--- src/rtl/div_clk_monitor.sv ---
// div_clk_monitor: health monitor for a divided clock. The divided clock is
// sampled as data in the clk_i domain, and its period and high time are
// measured in clk_i cycles. Each period is checked against the expected ratio
// and a 50% duty tolerance. The block reports lock, sticky error and sticky
// timeout status.
// Optional build macro DIV_MON_MINMAX_EN adds the running per_min_o/per_max_o
// period statistics.
module div_clk_monitor #(
   parameter int EXP_PERIOD = 7,
   parameter int CW         = 8,
   parameter int LOCK_CNT   = 4,
   parameter int TIMEOUT    = 64
) (
   input  logic          clk_i,
   input  logic          rst_n,
   input  logic          clk_div_i,
   input  logic          mon_en_i,
   input  logic          err_clr_i,
   output logic [CW-1:0] period_o,
   output logic [CW-1:0] high_o,
   output logic          meas_valid_o,
   output logic          lock_o,
   output logic          err_o,
`ifdef DIV_MON_MINMAX_EN
   output logic          timeout_o,
   output logic [CW-1:0] per_min_o,
   output logic [CW-1:0] per_max_o
`else
   output logic          timeout_o
`endif
);

   localparam logic [CW-1:0]        EXP_W    = CW'(EXP_PERIOD);
   localparam logic [CW-1:0]        TMO_LAST = CW'(TIMEOUT - 1);
   localparam logic [CW-1:0]        CNT_MAX  = '1;
   localparam logic [CW-1:0]        CNT_ONE  = CW'(1);
   localparam logic [3:0]           LOCK_W   = 4'(LOCK_CNT);
   localparam logic signed [CW+2:0] DIFF_ONE = (CW+3)'(1);

   typedef enum logic [1:0] {IDLE, WAIT_RISE, MEASURE} state_t;

   // Saturating increment for the period and high-time counters
   function automatic logic [CW-1:0] sat_inc(input logic [CW-1:0] v);
      return (v == CNT_MAX) ? v : v + 1'b1;
   endfunction

   // A period is good when it matches the ratio and |2*high - period| <= 1
   function automatic logic period_good(input logic [CW-1:0] per,
                                        input logic [CW-1:0] hi);
      logic signed [CW+2:0] diff;
      diff = $signed({2'b00, hi, 1'b0}) - $signed({3'b000, per});
      return (per == EXP_W) && (diff >= -DIFF_ONE) && (diff <= DIFF_ONE);
   endfunction

   logic          s1, s2, s3;
   logic          rise, level;
   state_t        state, state_nx;
   logic [CW-1:0] per_cnt, hi_cnt, tmo_cnt;
   logic [3:0]    good_cnt;
   logic          start, close, tmo_fire, tmo_hit, go_idle;
   logic          good, bad;

   assign rise    = s2 & ~s3;
   assign level   = s2;
   assign tmo_hit = (tmo_cnt == TMO_LAST);
   assign go_idle = (state_nx == IDLE);
   assign good    = close & period_good(per_cnt, hi_cnt);
   assign bad     = close & ~period_good(per_cnt, hi_cnt);
   assign lock_o  = (good_cnt == LOCK_W);

   // Two-flop synchronizer plus a delay flop for rising-edge detection
   always_ff @(posedge clk_i or negedge rst_n) begin
      if (!rst_n) begin
         s1 <= 1'b0;
         s2 <= 1'b0;
         s3 <= 1'b0;
      end else begin
         s1 <= clk_div_i;
         s2 <= s1;
         s3 <= s2;
      end
   end

   // FSM state register
   always_ff @(posedge clk_i or negedge rst_n) begin
      if (!rst_n) state <= IDLE;
      else        state <= state_nx;
   end

   // Next state and per-cycle strobes; a rise beats a coincident timeout
   always_comb begin
      state_nx = state;
      start    = 1'b0;
      close    = 1'b0;
      tmo_fire = 1'b0;
      if (!mon_en_i) begin
         state_nx = IDLE;
      end else begin
         case (state)
            IDLE: state_nx = WAIT_RISE;
            WAIT_RISE: begin
               if (rise) begin
                  start    = 1'b1;
                  state_nx = MEASURE;
               end else if (tmo_hit) begin
                  tmo_fire = 1'b1;
               end
            end
            MEASURE: begin
               if (rise) begin
                  close = 1'b1;
               end else if (tmo_hit) begin
                  tmo_fire = 1'b1;
                  state_nx = WAIT_RISE;
               end
            end
            default: state_nx = IDLE;
         endcase
      end
   end

   // Period/high/timeout counters; the rise cycle counts as cycle 1 of a period
   always_ff @(posedge clk_i or negedge rst_n) begin
      if (!rst_n) begin
         per_cnt <= '0;
         hi_cnt  <= '0;
         tmo_cnt <= '0;
      end else if (go_idle || tmo_fire) begin
         per_cnt <= '0;
         hi_cnt  <= '0;
         tmo_cnt <= '0;
      end else if (start || close) begin
         per_cnt <= CNT_ONE;
         hi_cnt  <= {{(CW-1){1'b0}}, level};
         tmo_cnt <= '0;
      end else if (state == MEASURE) begin
         per_cnt <= sat_inc(per_cnt);
         if (level) hi_cnt <= sat_inc(hi_cnt);
         tmo_cnt <= tmo_cnt + 1'b1;
      end else if (state == WAIT_RISE) begin
         tmo_cnt <= tmo_cnt + 1'b1;
      end
   end

   // Measurement outputs load when a period closes
   always_ff @(posedge clk_i or negedge rst_n) begin
      if (!rst_n) begin
         period_o     <= '0;
         high_o       <= '0;
         meas_valid_o <= 1'b0;
      end else begin
         meas_valid_o <= close;
         if (close) begin
            period_o <= per_cnt;
            high_o   <= hi_cnt;
         end
      end
   end

   // Lock counter and sticky flags; a new error wins over a clear
   always_ff @(posedge clk_i or negedge rst_n) begin
      if (!rst_n) begin
         good_cnt  <= '0;
         err_o     <= 1'b0;
         timeout_o <= 1'b0;
      end else begin
         if (go_idle || tmo_fire || bad)       good_cnt <= '0;
         else if (good && good_cnt != LOCK_W)  good_cnt <= good_cnt + 1'b1;

         if (tmo_fire || bad) err_o <= 1'b1;
         else if (err_clr_i)  err_o <= 1'b0;

         if (tmo_fire)       timeout_o <= 1'b1;
         else if (err_clr_i) timeout_o <= 1'b0;
      end
   end

`ifdef DIV_MON_MINMAX_EN
   logic [CW-1:0] min_base, max_base;

   assign min_base = err_clr_i ? CNT_MAX : per_min_o;
   assign max_base = err_clr_i ? '0      : per_max_o;

   // Running min/max of reported periods, restarted by err_clr_i
   always_ff @(posedge clk_i or negedge rst_n) begin
      if (!rst_n) begin
         per_min_o <= CNT_MAX;
         per_max_o <= '0;
      end else if (close) begin
         per_min_o <= (per_cnt < min_base) ? per_cnt : min_base;
         per_max_o <= (per_cnt > max_base) ? per_cnt : max_base;
      end else if (err_clr_i) begin
         per_min_o <= CNT_MAX;
         per_max_o <= '0;
      end
   end
`endif

endmodule

--- config.mk ---
export PLATFORM = sky130hd
export DESIGN_NAME = div_clk_monitor
export DESIGN_NICKNAME = d
export VERILOG_FILES = /design/src/rtl/div_clk_monitor.sv
export SDC_FILE = /design/constraint.sdc
export NUM_CORES = 1
export LEC_CHECK = 0
export CORE_AREA = 8 8 60 113
export DETAILED_ROUTE_END_ITERATION = 8
export DIE_AREA = 0 0 68 121
export GPL_ROUTABILITY_DRIVEN = 1
export PLACE_DENSITY = 0.74
export SLEW_MARGIN = 20
export SYNTH_ARGS = -nofsm -noshare
export SYNTH_HDL_FRONTEND = slang
export SYNTH_SLANG_ARGS = --single-unit
--- constraint.sdc ---
create_clock -name clk_i -period 4.3 [get_ports clk_i]
set_input_delay 0.43 -clock clk_i [delete_from_list [all_inputs] [get_ports clk_i]]
set_output_delay 0.43 -clock clk_i [all_outputs]
set_load 0.02 [all_outputs]
* Word-level counts from Yosys, hierarchy flattened
Cells that the tools add are included.
** Word-level totals
- Register bits after elaboration :: 52
- Bits of input ports :: 5
- Output and inout bits :: 20
** Operators by class
- Add/sub/neg operators :: 5
- Magnitude comparators :: 2
- Equal/unequal tests :: 10
- Multiplexer cells :: 32
- Bitwise operators :: 5
- Reduce and logical (&&, ||, !) cells :: 18
** Operator list (number)
- $mux W8 :: 13
- $add A8 B1 Y8 const B :: 3
- $eq A8 B8 Y1 const B :: 2
- $mux W1 :: 12
- $ge A10 B1 Y1 const B :: 1
- $le A10 B2 Y1 const B :: 1
- $sub A9 B8 Y10 :: 1
- $eq A8 B3 Y1 const B :: 1
- $eq A8 B6 Y1 const B :: 1
- $mux W2 :: 4
- $mux W4 :: 2
- $ne A3 B3 Y1 const B :: 2
- $pmux W2 S3 :: 1
- $reduce_bool A2 Y1 :: 3
- $reduce_bool A3 Y1 :: 2
- $add A4 B1 Y4 const B :: 1
- $eq A4 B3 Y1 const B :: 1
- $logic_not A2 Y1 :: 2
- $logic_or A1 B1 Y1 :: 4
- $ne A4 B3 Y1 const B :: 1
- $reduce_bool A4 Y1 :: 1
- $and A1 B1 Y1 :: 3
- $logic_and A1 B1 Y1 :: 3
- $reduce_and A3 Y1 :: 1
- 5 further kinds :: 6

* Longest topological paths before layout
- Depth in word-level cells :: 9
- Mapped depth :: 9

* Least setup slack after synthesis
OpenSTA, ideal clock, no wires.
- Path kind :: register to register
- Start :: reg per_cnt[3]
- End :: reg good_cnt[2]
- Arrival :: 2294 ps
- Data required time :: 4213 ps
- Setup slack :: 1919 ps
- Stages on the path, launching flop included :: 9
- Path buffers :: 0
- Period minus slack after synthesis :: 2381 ps
- Cell sequence :: dfrtp_1 -> inv_1 -> ha_1 -> a21oi_1 -> a21oi_2 -> or4_4 -> a2111oi_4 -> o21ai_2 -> a211oi_2
** On the way
- Word-level cells in the longest chain between the ends :: 8
** Ends and longest elaborated chain
- start: declaration :: RTL line 58 : logic [CW-1:0] per_cnt, hi_cnt, tmo_cnt;
- start signal: assignment :: RTL line 137 : per_cnt <= sat_inc(per_cnt);
- $sub A9 B8 Y10 :: RTL line 51 : diff = $signed({2'b00, hi, 1'b0}) - $signed({3'b000, per});
- $ge A10 B1 Y1 :: RTL line 52 : return (per == EXP_W) && (diff >= -DIFF_ONE) && (diff <= DIFF_ONE);
- $logic_and A1 B1 Y1 :: RTL line 52
- $logic_and A1 B1 Y1 * :: RTL line 52
- $not A1 Y1 :: RTL line 68 : assign bad = close & ~period_good(per_cnt, hi_cnt);
- $and A1 B1 Y1 :: RTL line 68
- $logic_or A1 B1 Y1 :: RTL line 167 : if (go_idle || tmo_fire || bad) good_cnt <= '0;
- $mux W4 or $reduce_bool A2 Y1 (tied branches)
- end signal: assignment :: RTL line 168 : else if (good && good_cnt != LOCK_W) good_cnt <= good_cnt + 1'b1;
- end: declaration :: RTL line 59 : logic [3:0] good_cnt;
Mark *: on every way between the ends. The rest lies on a longest branch, timed or not.
A chain may end at the register's enable or synchronous reset.

* Worst setup path in the final report
- Start :: reg per_cnt[3]
- End :: reg good_cnt[3]
The elaborated chain is that of the path after synthesis.

==> qor.yml <==
floorplan:
  design.die.area_mm2: 0.00823
  die_width_um: 68
  num_rows: 38
  die-height_um: 121
  boundaryPins: 25
  initial_core_util: 0.528
  core_area_mm2: 0.00533
setup_path:
  critical_path_class: "flop to flop"
  arrival_ns: 2.91
  cp_max_fo: 6
  critical_path.reg2reg.endpoint: "good_cnt[3]"
  cp-start-kind: "flop"
  worst-r2r-setup-slack_ns: 1.62
  crit_required_ns: 4.53
  crit-reg2reg-launch: "per_cnt[3]"
  crit_path_end_kind: "flop"
  worst_reg2reg_path_length_in_cells: 8
timing:
  number_of_max_slew_violations_in_the_final_report: 0
  timing.slew.headroom: 0.478
  fmaxAchievable_ghz: 0.373
  tightestPinTransition_ns: 0.776
  post_route_minimum_period_ns: 2.68
  timing.clock.skew_ns: 0.0113
  setup_tns_ns: 0
  period_share: 0.623
  final_hold_viol_count: 0
  setup_viol: 0
  unrepaired_setup_endpoints_after_global_routing: "false"
clock_network:
  cts_root_buffer: "clkbuf_8"
  max-clock-path-buffers: 2
  clock_sink_count: 52
  tritoncts: "done"
  hold_buffers: 0
  cts.repair.resized: 0
  postCtsSetupRepairBufs: 0
  clkSlewWorstSetupHoldPaths_ns: 0.09
  worstSkewPairLatency_ns: 0.31
  numCtsBuffers: 5
  cts-htree-levels: 2
global_route:
  first_global_vias: 2222
  antenna_violations_before_repair: 0
  globalRoute.totalOverflow: 0
  grt_first_pass_wirelength_mm: 10.3
  globalRouteTotalUtil: 0.158
  grt_max_degree: 53
logic_synthesis:
  synth.yosys.warnings: 0
  ys_seq_elements: 52
  yosys.cell_types.count: 45
  synth.cell_area_mm2: 0.00281
  synth.net_count: 323
  avgSynthCellArea_um2: 9.31
  ys_dominant_reg_cell: "dfrtp_1"
  netlist_instances: 302
  sequential_cell_area_fraction_in_the_yosys_report: 0.463
  synthArstFlopShare: 1.00
  synth_edf_count: 0
route:
  first_iter_violations: 173
  route.antenna.remaining_nets: 0
  routed_vias: 2228
  drt_pass_1_iters: 4
  route.detailed.wl_per_inst_um: 15.8
  total_routed_length_mm: 6.17
  drt_drc_violations_left: 0
  route.detailed.vias_per_inst: 5.73
job:
  max-cap-violations: 0
final_layout:
  final_cell_count_no_fill: 389
  area.growth.synth_to_final_pct: 13.8
  final_nets: 349
  antennaDiodeCount: 0
  commonest_cells_after_routing_fill_and_taps_aside: "dfrtp_1 (52), nand2_1 (46), nor2_1 (34)"
  mostFrequentLayoutCell: "dfrtp_1"
  share_of_cells_above_drive_strength_1: 0.0699
power_and_ir_drop:
  power_switching_share: 0.261
  clock_power_share: 0.314
  power.total_uw: 918
  power.net_switching_uw: 239
  power.internal_uw: 679
  power_frac_seq: 0.564
  power_density_over_the_cells_mw_per_mm2: 287
  vdd.ir_drop.worst_mv: 0.298
  static-leakage-power_uw: 0.00144
  pwr-share-comb: 0.121
placement:
  detailedPlacementHpwl_mm: 4.49
  port_buffers: 24
  gp_congestion: 0.886
  post-place-cells: 381
outcome:
  status: "completed"
hold_path:
  hold_path_class: "primary input to asynchronous set/reset pin"
critical path: stages, from the launching register on:
cell and delay (ns):
dfrtp_1 0.44, inv_1 0.11, ha_1 0.37, a21oi_1 0.29
a21oi_2 0.09, or4_4 0.50, a2111oi_4 0.44, o22ai_1 0.18
a21oi_1 0.19
cell usage after synthesis, types with 2 or more instances:
cell,count,area share
dfrtp_1,52,0.46
nand2_1,46,0.061
ha_1,16,0.071
nor4_1,2,0.0044
nand3_1,10,0.018
o22ai_1,4,0.0089
inv_1,22,0.029
xnor2_1,15,0.047
a21oi_2,2,0.0062
a21oi_1,10,0.018
nor3_1,7,0.012
nand4_1,10,0.022
xor2_1,9,0.028
a211o_1,2,0.0062
and3_1,4,0.0089
o31ai_1,2,0.0053
a31oi_1,2,0.0044
mux2i_1,4,0.014
nand2b_4,2,0.0098
clkbuf_1,5,0.0067
nand2b_1,2,0.0044
nor2_1,34,0.045
o21ai_0,13,0.023
o211ai_1,2,0.0053
and2_1,4,0.0089
buf_2,2,0.0036
sequential cells by signal, indices dropped and copies added, names as in the netlist, 2 cells and up:
register	count
good_cnt	4
tmo_cnt	8
period_o	8
per_cnt	8
hi_cnt	8
state	2
high_o	8
per-layer routing:
metal  GRT usage  share of wire  vias up  wire length [µm]
met5           0              0        -                 0
met4      0.0671          0.027        0               165
met3      0.0370          0.057       12               349
met2       0.259           0.50       77              3100
met1       0.189           0.41     1068              2550
li1            -              -     1071                 -
cells by family (layout without fill, tap and decap cells):
family                     Yosys count  after routing  share of synthesized area
AOI/OAI and AO/OA                   46             46                      0.113
muxes                                4              4                     0.0142
xor gates and xnor gates            24             24                     0.0748
DFF                                 52             52                      0.463
buffers and inverters               29             56                     0.0396
adders and majority gates           16             16                     0.0712
and+or+nand+nor                    131            131                      0.224
worst max path at each step:
stage,from,end,slack (ns),depth (start not counted)
2_1_floorplan,per_cnt[3],good_cnt[2],1.92,8
3_3_place_gp,per_cnt[3],good_cnt[2],1.80,8
3_5_place_dp,per_cnt[3],good_cnt[3],1.68,8
4_1_cts,per_cnt[3],good_cnt[3],1.62,8
5_1_grt,per_cnt[3],good_cnt[0],1.42,8
6_report,per_cnt[3],good_cnt[3],1.62,8
stage by stage:
step / cell area [µm²] / setup WS (ns) / util / hold slack (ns)
floorplan: 2810 / 1.92 / - / 0.134
global placement: 3110 / 1.80 / 0.584 / 0.334
detailed placement: 3110 / 1.68 / 0.584 / 0.337
CTS: 3200 / 1.62 / 0.601 / 0.251
global route: 3200 / 1.42 / 0.601 / 0.279
finish: 3200 / 1.62 / 0.601 / 0.217
cell type report:
| class | count | area (µm²) |
|---|---|---|
| Clock buffer | 6 | 82.6 |
| Clock inverter | 2 | 10.0 |
| Fill cell | 480 | 2120 |
| Inverter | 22 | 82.6 |
| Multi-Input combinational cell | 221 | 1400 |
| Sequential cell | 52 | 1300 |
| Tap cell | 60 | 75.1 |
| Timing Repair Buffer | 26 | 250 |
power by group through the flow:
stage	combinational (µW)	clock (µW)	sequential, µW
after detailed placement	112	0	528
after floorplan	50.7	0	539
after global placement	110	0	526
after CTS	113	292	518
after global routing	124	309	520
final	111	289	518
(Power assumes the default switching activity.)
